File: src/rtl/cmd_cfg_pkg.sv
// Shared types for the QuadCopter command processor: opcodes, FSM states and response bytes.
package cmd_cfg_pkg;

  typedef enum logic [7:0] {
    SET_PTCH  = 8'h02,
    SET_ROLL  = 8'h03,
    SET_YAW   = 8'h04,
    SET_THRST = 8'h05,
    CALIBRATE = 8'h06,
    EMER_LAND = 8'h07,
    MTRS_OFF  = 8'h08
  } cmd_t;

  typedef enum logic [1:0] {
    IDLE,
    SPINUP,
    CAL,
    WAIT_SENT
  } state_t;

  localparam logic [7:0] ACK = 8'hA5;
  localparam logic [7:0] NAK = 8'hEE;

endpackage

File: src/rtl/cmd_cfg_timer.sv
// Saturating up-counter with synchronous clear; full is high while the count is all ones.
module cmd_cfg_timer #(
  parameter int W = 8
) (
  input  logic clk,
  input  logic rst,
  input  logic clr,
  input  logic en,
  output logic full
);

  logic [W-1:0] cnt_q, cnt_d;

  assign full = &cnt_q;

  always_comb begin
    cnt_d = cnt_q;
    if (clr) begin
      cnt_d = '0;
    end else if (en && !full) begin
      cnt_d = cnt_q + W'(1);
    end
  end

  always_ff @(posedge clk) begin
    if (rst) begin
      cnt_q <= '0;
    end else begin
      cnt_q <= cnt_d;
    end
  end

endmodule

File: src/rtl/cmd_cfg.sv
// Command processor: decodes UART packets into setpoints, sequences spin-up/calibration, returns ACK/NAK.
// Define CMD_WDOG_EN to add a loss-of-link watchdog that forces an emergency landing.
module cmd_cfg
  import cmd_cfg_pkg::*;
#(
  parameter int SPINUP_W = 25,
  parameter int WDOG_W   = 26
) (
  input  logic        clk,
  input  logic        rst,
  input  logic        cmd_rdy,
  input  logic [7:0]  cmd,
  input  logic [15:0] data,
  output logic        clr_cmd_rdy,
  output logic [7:0]  resp,
  output logic        send_resp,
  input  logic        resp_sent,
  output logic [15:0] ptch,
  output logic [15:0] roll,
  output logic [15:0] yaw,
  output logic [8:0]  thrst,
  output logic        inertial_cal,
  output logic        strt_cal,
  input  logic        cal_done,
  output logic        motors_off
);

  state_t      state_q, state_d;
  logic [15:0] ptch_q, ptch_d, roll_q, roll_d, yaw_q, yaw_d;
  logic [8:0]  thrst_q, thrst_d;
  logic [7:0]  resp_q, resp_d;
  logic        motors_off_q, motors_off_d;
  logic        inertial_cal_q, inertial_cal_d;
  logic        strt_cal_q, strt_cal_d;
  logic        send_resp_q, send_resp_d;
  logic        spin_clr, spin_full, wdog_fire;

  cmd_cfg_timer #(.W(SPINUP_W)) u_spin (
    .clk  (clk),
    .rst  (rst),
    .clr  (spin_clr),
    .en   (state_q == SPINUP),
    .full (spin_full)
  );

`ifdef CMD_WDOG_EN
  // Any consumed packet proves the link is alive; the count only runs while motors may spin.
  cmd_cfg_timer #(.W(WDOG_W)) u_wdog (
    .clk  (clk),
    .rst  (rst),
    .clr  (clr_cmd_rdy),
    .en   (!motors_off_q),
    .full (wdog_fire)
  );
`else
  localparam int unused_wdog_w = WDOG_W;
  assign wdog_fire = 1'b0;
`endif

  always_ff @(posedge clk) begin
    if (rst) begin
      state_q <= IDLE;
    end else begin
      state_q <= state_d;
    end
  end

  always_comb begin
    state_d = state_q;
    case (state_q)
      IDLE:      if (cmd_rdy) state_d = (cmd_t'(cmd) == CALIBRATE) ? SPINUP : WAIT_SENT;
      SPINUP:    if (spin_full) state_d = CAL;
      CAL:       if (cal_done) state_d = WAIT_SENT;
      WAIT_SENT: if (resp_sent) state_d = IDLE;
      default:   state_d = IDLE;
    endcase
  end

  always_comb begin
    ptch_d         = ptch_q;
    roll_d         = roll_q;
    yaw_d          = yaw_q;
    thrst_d        = thrst_q;
    resp_d         = resp_q;
    motors_off_d   = motors_off_q;
    inertial_cal_d = inertial_cal_q;
    strt_cal_d     = 1'b0;
    send_resp_d    = 1'b0;
    spin_clr       = 1'b0;
    clr_cmd_rdy    = 1'b0;
    // A watchdog landing yields to a command decoded in the same cycle.
    if (wdog_fire) begin
      ptch_d  = '0;
      roll_d  = '0;
      yaw_d   = '0;
      thrst_d = '0;
    end
    case (state_q)
      IDLE: begin
        if (cmd_rdy) begin
          clr_cmd_rdy = 1'b1;
          resp_d      = ACK;
          send_resp_d = 1'b1;
          case (cmd_t'(cmd))
            SET_PTCH:  ptch_d  = data;
            SET_ROLL:  roll_d  = data;
            SET_YAW:   yaw_d   = data;
            SET_THRST: thrst_d = data[8:0];
            EMER_LAND: begin
              ptch_d  = '0;
              roll_d  = '0;
              yaw_d   = '0;
              thrst_d = '0;
            end
            MTRS_OFF: begin
              motors_off_d = 1'b1;
              thrst_d      = '0;
            end
            CALIBRATE: begin
              resp_d         = resp_q;
              send_resp_d    = 1'b0;
              motors_off_d   = 1'b0;
              inertial_cal_d = 1'b1;
              spin_clr       = 1'b1;
            end
            default: resp_d = NAK;
          endcase
        end
      end
      SPINUP: begin
        if (spin_full) strt_cal_d = 1'b1;
      end
      CAL: begin
        if (cal_done) begin
          inertial_cal_d = 1'b0;
          resp_d         = ACK;
          send_resp_d    = 1'b1;
        end
      end
      default: ;
    endcase
  end

  always_ff @(posedge clk) begin
    if (rst) begin
      ptch_q         <= '0;
      roll_q         <= '0;
      yaw_q          <= '0;
      thrst_q        <= '0;
      resp_q         <= '0;
      motors_off_q   <= 1'b1;
      inertial_cal_q <= 1'b0;
      strt_cal_q     <= 1'b0;
      send_resp_q    <= 1'b0;
    end else begin
      ptch_q         <= ptch_d;
      roll_q         <= roll_d;
      yaw_q          <= yaw_d;
      thrst_q        <= thrst_d;
      resp_q         <= resp_d;
      motors_off_q   <= motors_off_d;
      inertial_cal_q <= inertial_cal_d;
      strt_cal_q     <= strt_cal_d;
      send_resp_q    <= send_resp_d;
    end
  end

  assign ptch         = ptch_q;
  assign roll         = roll_q;
  assign yaw          = yaw_q;
  assign thrst        = thrst_q;
  assign resp         = resp_q;
  assign motors_off   = motors_off_q;
  assign inertial_cal = inertial_cal_q;
  assign strt_cal     = strt_cal_q;
  assign send_resp    = send_resp_q;

endmodule

File: config.mk
export PLATFORM = sky130hd
export DESIGN_NAME = cmd_cfg
export DESIGN_NICKNAME = d
export VERILOG_FILES = /design/src/rtl/cmd_cfg_pkg.sv /design/src/rtl/cmd_cfg_timer.sv /design/src/rtl/cmd_cfg.sv
export SDC_FILE = /design/constraint.sdc
export NUM_CORES = 1
export LEC_CHECK = 0
export ABC_AREA = 1
export BUFFER_PORTS_ARGS = -buffer_cell sky130_fd_sc_hd__buf_2
export CELL_PAD_IN_SITES_DETAIL_PLACEMENT = 0
export CELL_PAD_IN_SITES_GLOBAL_PLACEMENT = 1
export CORE_MARGIN = 2
export CORE_UTILIZATION = 30
export CTS_BUF_LIST = sky130_fd_sc_hd__clkbuf_16
export DETAILED_ROUTE_END_ITERATION = 10
export PLACE_DENSITY_LB_ADDON = 0.1
export SLEW_MARGIN = 30
export SYNTH_ARGS = -nofsm -noshare
export SYNTH_HDL_FRONTEND = slang
export SYNTH_SLANG_ARGS = --single-unit
File: constraint.sdc
create_clock -name clk -period 1.6 [get_ports clk]
set_input_delay 0.24 -clock clk [delete_from_list [all_inputs] [get_ports clk]]
set_output_delay 0.24 -clock clk [all_outputs]
set_load 0.1 [all_outputs]
# Word-level counts from Yosys, hierarchy flattened
# Cells that the tools add are included.
totals:
  mem_count: 0
  ram_bits: 0
  rom_bits: 0
  output_inout_bits: 70
  input_bits: 29
  latchBits: 0
  ff_bits: 96
  elab_cells: 80
op_classes:
  muxes: 29
  reduce_logical: 22
  n_mul: 0
  n_eq_ne: 16
  n_addsub: 1
  bitwise: 1
  shifts: 0
  order_cmp: 0
  div_mod_pow: 0
op_table:
  columns: ["op", "n"]
  rows:
  - ["16-bit one-hot mux with 2 select lines", 3]
  - ["8-bit by 3-bit equality test with 1-bit output (second input constant)", 4]
  - ["8-bit one-hot mux with 2 select lines", 2]
  - ["25-bit by 1-bit adder with 25-bit output (second input constant)", 1]
  - ["25-bit AND reduction", 1]
  - ["9-bit one-hot mux with 2 select lines", 1]
  - ["8-bit by 2-bit equality test with 1-bit output (second input constant)", 2]
  - ["8-bit two-way mux", 2]
  - ["3-bit AND reduction", 5]
  - ["1-bit two-way mux", 12]
  - ["2-bit != test (second input constant)", 6]
  - ["4-bit AND reduction", 3]
  - ["2-bit nonzero test", 6]
  - ["2-bit two-way mux", 5]
  - ["8-bit by 4-bit equality test with 1-bit output (second input constant)", 1]
  - ["2-bit one-hot mux with 4 select lines", 1]
  - ["1-bit one-hot mux with 2 select lines", 3]
  - ["2-bit OR reduction", 3]
  - ["6-bit OR reduction", 1]
  - ["2-bit equality test (second input constant)", 2]
  - ["2-bit by 1-bit equality test with 1-bit output (second input constant)", 1]
  - ["2-bit logical NOT", 1]
  - ["1-bit logical AND", 1]
  - ["1-bit logical NOT", 1]
  - ["1-bit inverter", 1]

# Logic depth before layout (Yosys ltp)
depth:
  depth_word: 5
  mapped_depth: 11

# Cells and area by module
# A second synthesis with hierarchy kept.
unflattened:
  hier_cells: 706
  hier_area_um2: 4807.1
modules_own_cells:
  columns: ["mod", "instances", "area_each_um2", "seq_area_each_um2", "cells_per_inst"]
  rows:
  - ["cmd_cfg", 1, 3235.6, 1321.3, 450]
  - ["cmd_cfg_timer", 1, 1571.5, 500.5, 256]

# Worst setup path after synthesis
# No wires, ideal clock.
synth_timing:
  path_type: "register to register"
  from: "register state_q[0]"
  to: "register ptch_q[0], in the netlist ptch[0]"
  period_less_slack_ns: 1.862
  arrival_time_ns: 1.796
  setup_time_ns: 0.066
  path_stages_with_launch: 9
  path_buffers: 2
  setup_slack_ns: -0.262
  path_cell_list: "dfxtp_1 > inv_1 > ha_1 > nand2_2 > inv_1 > buf_2 > buf_2 > a21oi_1 > nor2_1"
synth_via:
  elab_chain_cells: 2
synth_lines:
  columns: ["item", "line", "rtl"]
  rows:
  - ["from (decl)", "cmd_cfg.sv:28", "state_t state_q, state_d;"]
  - ["from (signal assigned)", "cmd_cfg.sv:64", "state_q <= state_d;"]
  - ["2-bit logical NOT", "cmd_cfg.sv:98", "case (state_q)"]
  - ["3-bit AND reduction (no line)", null, null]
  - ["to (signal assigned)", "cmd_cfg.sv:156", "ptch_q <= ptch_d;"]
  - ["to (decl)", "cmd_cfg.sv:29", "logic [15:0] ptch_q, ptch_d, roll_q, roll_d, yaw_q, yaw_d;"]
# No other way between the ends.
# A chain may end at the register's enable or synchronous reset.

# Final worst setup path
layout_timing:
  from: "register state_q[1]"
  to: "output clr_cmd_rdy"
layout_via:
  elab_chain_cells: 2
layout_lines:
  columns: ["item", "line", "rtl"]
  rows:
  - ["2-bit logical NOT", "cmd_cfg.sv:98", null]
  - ["1-bit two-way mux", "cmd_cfg.sv:98", null]
  - ["to (decl)", "cmd_cfg.sv:14", "output logic clr_cmd_rdy,"]
# No other way between the ends.

==> flow_summary_export.csv <==
group,metric,value,unit
drt,dr.pass1.iters,4,
yosys,synth-seq-cells,91,
final_layout,area_growth,33.5,%
setup_path,crit_arrival,1.32,ns
timing,finalCriticalPeriod,1.56,ns
clocking,cts_tree,"done",
timing,slew_headroom,64.7,%
clocking,cts_buffers,9,
drt,routed_via_density,4.48,
clocking,path_clk_slew,0.06,ns
final_layout,fin_nets,833,
timing,finalSetupTns,0,ns
timing,hold_viol_final,0,
timing,clock.fmax,641,MHz
power,p_comb_share,38.5,%
run,maxCapViolations,0,
floorplan,die_x,128,um
grt,first_global_vias,4358,
power,p_int,4.52,mW
setup_path,required,1.36,ns
floorplan,ios,99,
power,p_leak,2.86,nW
setup_path,crit_buf_inv,4,
yosys,syn_area,4590,um^2
setup_path,cp-end-kind,"output port",
floorplan,coreArea,15100,um^2
final_layout,stdcell_area,6130,um^2
power,swShare,39.2,%
drt,final_antenna_net_count,0,
yosys,dominantRegCellSynth,"dfxtp_1",
setup_path,cpPeakStageDelay,0.33,ns
timing,drv_slew,0,
yosys,yosysSeqAreaShare,39.7,%
status,outcome,"completed",
setup_path,crit_type,"flop to output port",
final_layout,multi_input_area,2450,um^2
setup_path,cp_cell_sequence,"inv_4, ha_4, nand2_8, inv_4, buf_8, buf_12",
power,p_sw,2.92,mW
power,powerDensity,1210,nW/um^2
floorplan,fp-row-count,45,
timing,setup_ws,0.0391,ns
yosys,syn_inst,656,
placed_design,gp_congestion,0.821,
grt,grt_remaining_overflow,0,
placed_design,placed_cell_area,5680,um^2
yosys,synth.distinct_cells,40,
setup_path,cp_max_fo,4,
floorplan,die-area,16300,um^2
grt,grt.total_usage,16.7,%
clocking,clockRootBuffer,"clkbuf_16",
grt,grt_pass1_wl,21.6,mm
setup_path,worst_path_max_delay_cell,"dfxtp_2",
placed_design,pre_cts_slack,-0.0384,ns
final_layout,num_antenna_cells,0,
drt,vias,4431,
setup_path,crit_path_start_kind,"flop",
power,p_seq_share,32.9,%
timing,worst_pin_slew,0.534,ns
clocking,cts.sinks,91,
yosys,syn_nets,691,
clocking,cts-htree-levels,3,
placed_design,io_buffers,97,
drt,drt_iter0_markers,161,
yosys,async_flop_share,0,%
grt,grt_max_degree,59,
placed_design,dpl.hpwl,9.73,mm
floorplan,dieHeight,128,um
final_layout,drive_above_1_share,31.4,%
yosys,syn_avg_cell_area,7.00,um^2
final_layout,seqCellArea,1830,um^2
timing,finClkSkew,0.00983,ns
clocking,clock_path_buffers,2,
floorplan,start_util,30.4,%
yosys,synth_edf_count,0,
drt,drc,0,
timing,setup_viol,0,
worst_hold_path,hp-class,"input port to flop",
power,pwr-share-clk,28.7,%
power,worst_ir_drop_vdd,0.000720,V
setup_path,cp_common_cell,"inv_4",
yosys,yosys_warnings,0,
clocking,clock_latency,0.35,ns
setup_path,r2r_slack,0.07,ns
timing,post-route-period-util,97.6,%
grt,antenna_found_initial,0,
power,p_total,7.44,mW
drt,drt_wl_total,13.2,mm
final_layout,fillCellCount,1642,
setup_path,critical-path-top-delay-family,"buffers and inverters",
timing,rsz0062_at_grt,"true",
drt,detail_route.wl_per_cell,13.4,um
==> path summary, 6_finish.rpt <==
| kind | startpoint | to | depth (start not counted) |
|---|---|---|---|
| max | state_q[1] | clr_cmd_rdy | 6 |
| min | rst | resp[5] | 2 |
| max reg2reg | u_spin.cnt_q[0] | u_spin.cnt_q[0] | 10 |
| min reg2reg | inertial_cal | inertial_cal | 2 |
==> sequential cells by signal (all words and copies together) (netlist names) <==
register,flops
thrst,9
strt_cal,1
u_spin.cnt_q,25
resp,3
inertial_cal,1
send_resp,1
state_q,2
ptch,16
motors_off,1
roll,16
yaw,16
==> synth_stat cells, types with 2 or more instances <==
cell type	instances	area, um^2
a21oi_1	57	285
a21oi_2	17	149
buf_1	3	11.3
buf_2	10	50.1
buf_4	9	67.6
buf_6	2	22.5
buf_8	2	30.0
clkbuf_1	5	18.8
dfxtp_1	91	1820
ha_1	6	75.1
inv_1	48	180
inv_2	4	15.0
nand2_1	170	638
nand2_2	11	68.8
nand2_4	3	33.8
nand3_1	26	130
nand3_2	2	20.0
nand3b_1	7	52.6
nor2_1	105	394
nor2_2	4	25.0
nor2_4	4	45.0
nor3_1	2	10.0
o21ai_0	34	170
o21ai_1	7	35.0
xnor2_1	5	43.8
xor2_1	8	70.1
==> layer usage <==
metal  track usage (%)  routed length, um  share of wire (%)  vias to the layer above
li1                  -                  -                  -                     2365
met1              20.4               5930                 45                     1992
met2              28.6               6470                 49                       65
met3              5.01                687                5.2                        9
met4              4.46                146                1.1                        0
met5                 0                  0                  0                        -
==> logic make-up (layout without fill, tap and decap cells) <==
| family | Yosys count | in the layout | share of synthesized area [%] |
|---|---|---|---|
| xor gates and xnor gates | 13 | 13 | 2.48 |
| and+or+nand+nor | 340 | 340 | 32.4 |
| DFF | 91 | 91 | 39.7 |
| AOI/OAI and AO/OA | 120 | 120 | 14.9 |
| buffers and inverters | 85 | 231 | 8.80 |
| adders and majority gates | 6 | 6 | 1.64 |
| other | 1 | 1 | 0.0817 |
==> cell usage in the layout (no fill, tap or decap), types with 2 or more instances in the layout <==
master / netlist / layout
nand3b_1: 7 / 7
buf_8: 2 / 3
nand2_4: 3 / 4
nand2_2: 11 / 10
buf_4: 9 / 56
nor2_4: 4 / 5
nand3_2: 2 / 2
a21oi_1: 57 / 56
nand2_1: 170 / 169
nand3_1: 26 / 26
inv_2: 4 / 4
dfxtp_2: 0 / 9
clkbuf_16: 0 / 10
xor2_1: 8 / 8
buf_12: 0 / 7
xnor2_1: 5 / 5
nand2_8: 1 / 2
o21ai_1: 7 / 9
clkinvlp_4: 0 / 2
buf_2: 10 / 96
inv_4: 0 / 4
o21ai_0: 34 / 32
a21oi_2: 17 / 18
nor2_1: 105 / 101
nor2_2: 4 / 7
ha_1: 6 / 3
dfxtp_1: 91 / 82
inv_1: 48 / 45
nor3_2: 1 / 2
ha_4: 0 / 2
==> power by group through the flow <==
| stage | Sequential (mW) | Combinational (mW) | Clock [mW] |
|---|---|---|---|
| 2_1_floorplan | 2.90 | 1.51 | 0 |
| 3_3_place_gp | 2.47 | 2.52 | 0 |
| 3_5_place_dp | 2.48 | 2.54 | 0 |
| 4_1_cts | 2.43 | 2.66 | 2.23 |
| 5_1_grt | 2.46 | 3.08 | 2.32 |
| 6_report | 2.44 | 2.86 | 2.13 |
==> worst reg2reg max path, stage by stage, from the launching register on <==
cell,delay (ns)
dfxtp_2,0.34
ha_4,0.16
inv_4,0.06
nor2_4,0.05
nand2_4,0.07
nor2_4,0.05
nand2_4,0.08
nand2_8,0.08
buf_8,0.15
or2_2,0.28
a21oi_2,0.15
==> final cells by class <==
cell class / instances / share of cell area, %
tap: 188 / 3.84
clock buffer: 9 / 3.67
timing repair buffer: 163 / 18.1
sequential: 91 / 29.9
multi-input combinational: 480 / 40.0
clock inverter: 6 / 1.08
inverter: 53 / 3.41
==> per-stage QoR <==
stage	hold slack [ns]	std cells	util, %
after floorplan	0.305	656	-
after global placement	0.446	970	37.6
after detailed placement	0.455	970	37.6
after CTS	0.127	986	39.9
after global routing	0.161	990	40.6
final	0.144	990	40.6
==> repair_timing <==
| item | 4_1_cts | 5_1_grt |
|---|---|---|
| pin swaps | 0 | 6 |
| cloned | 0 | 1 |
| hold buffers | 0 | 0 |
| setup buffers | 1 | 3 |
| setup endpoints to repair | 45 | 42 |
| resized for setup | 14 | 24 |
Note: power is estimated with default switching activity, not from simulation.
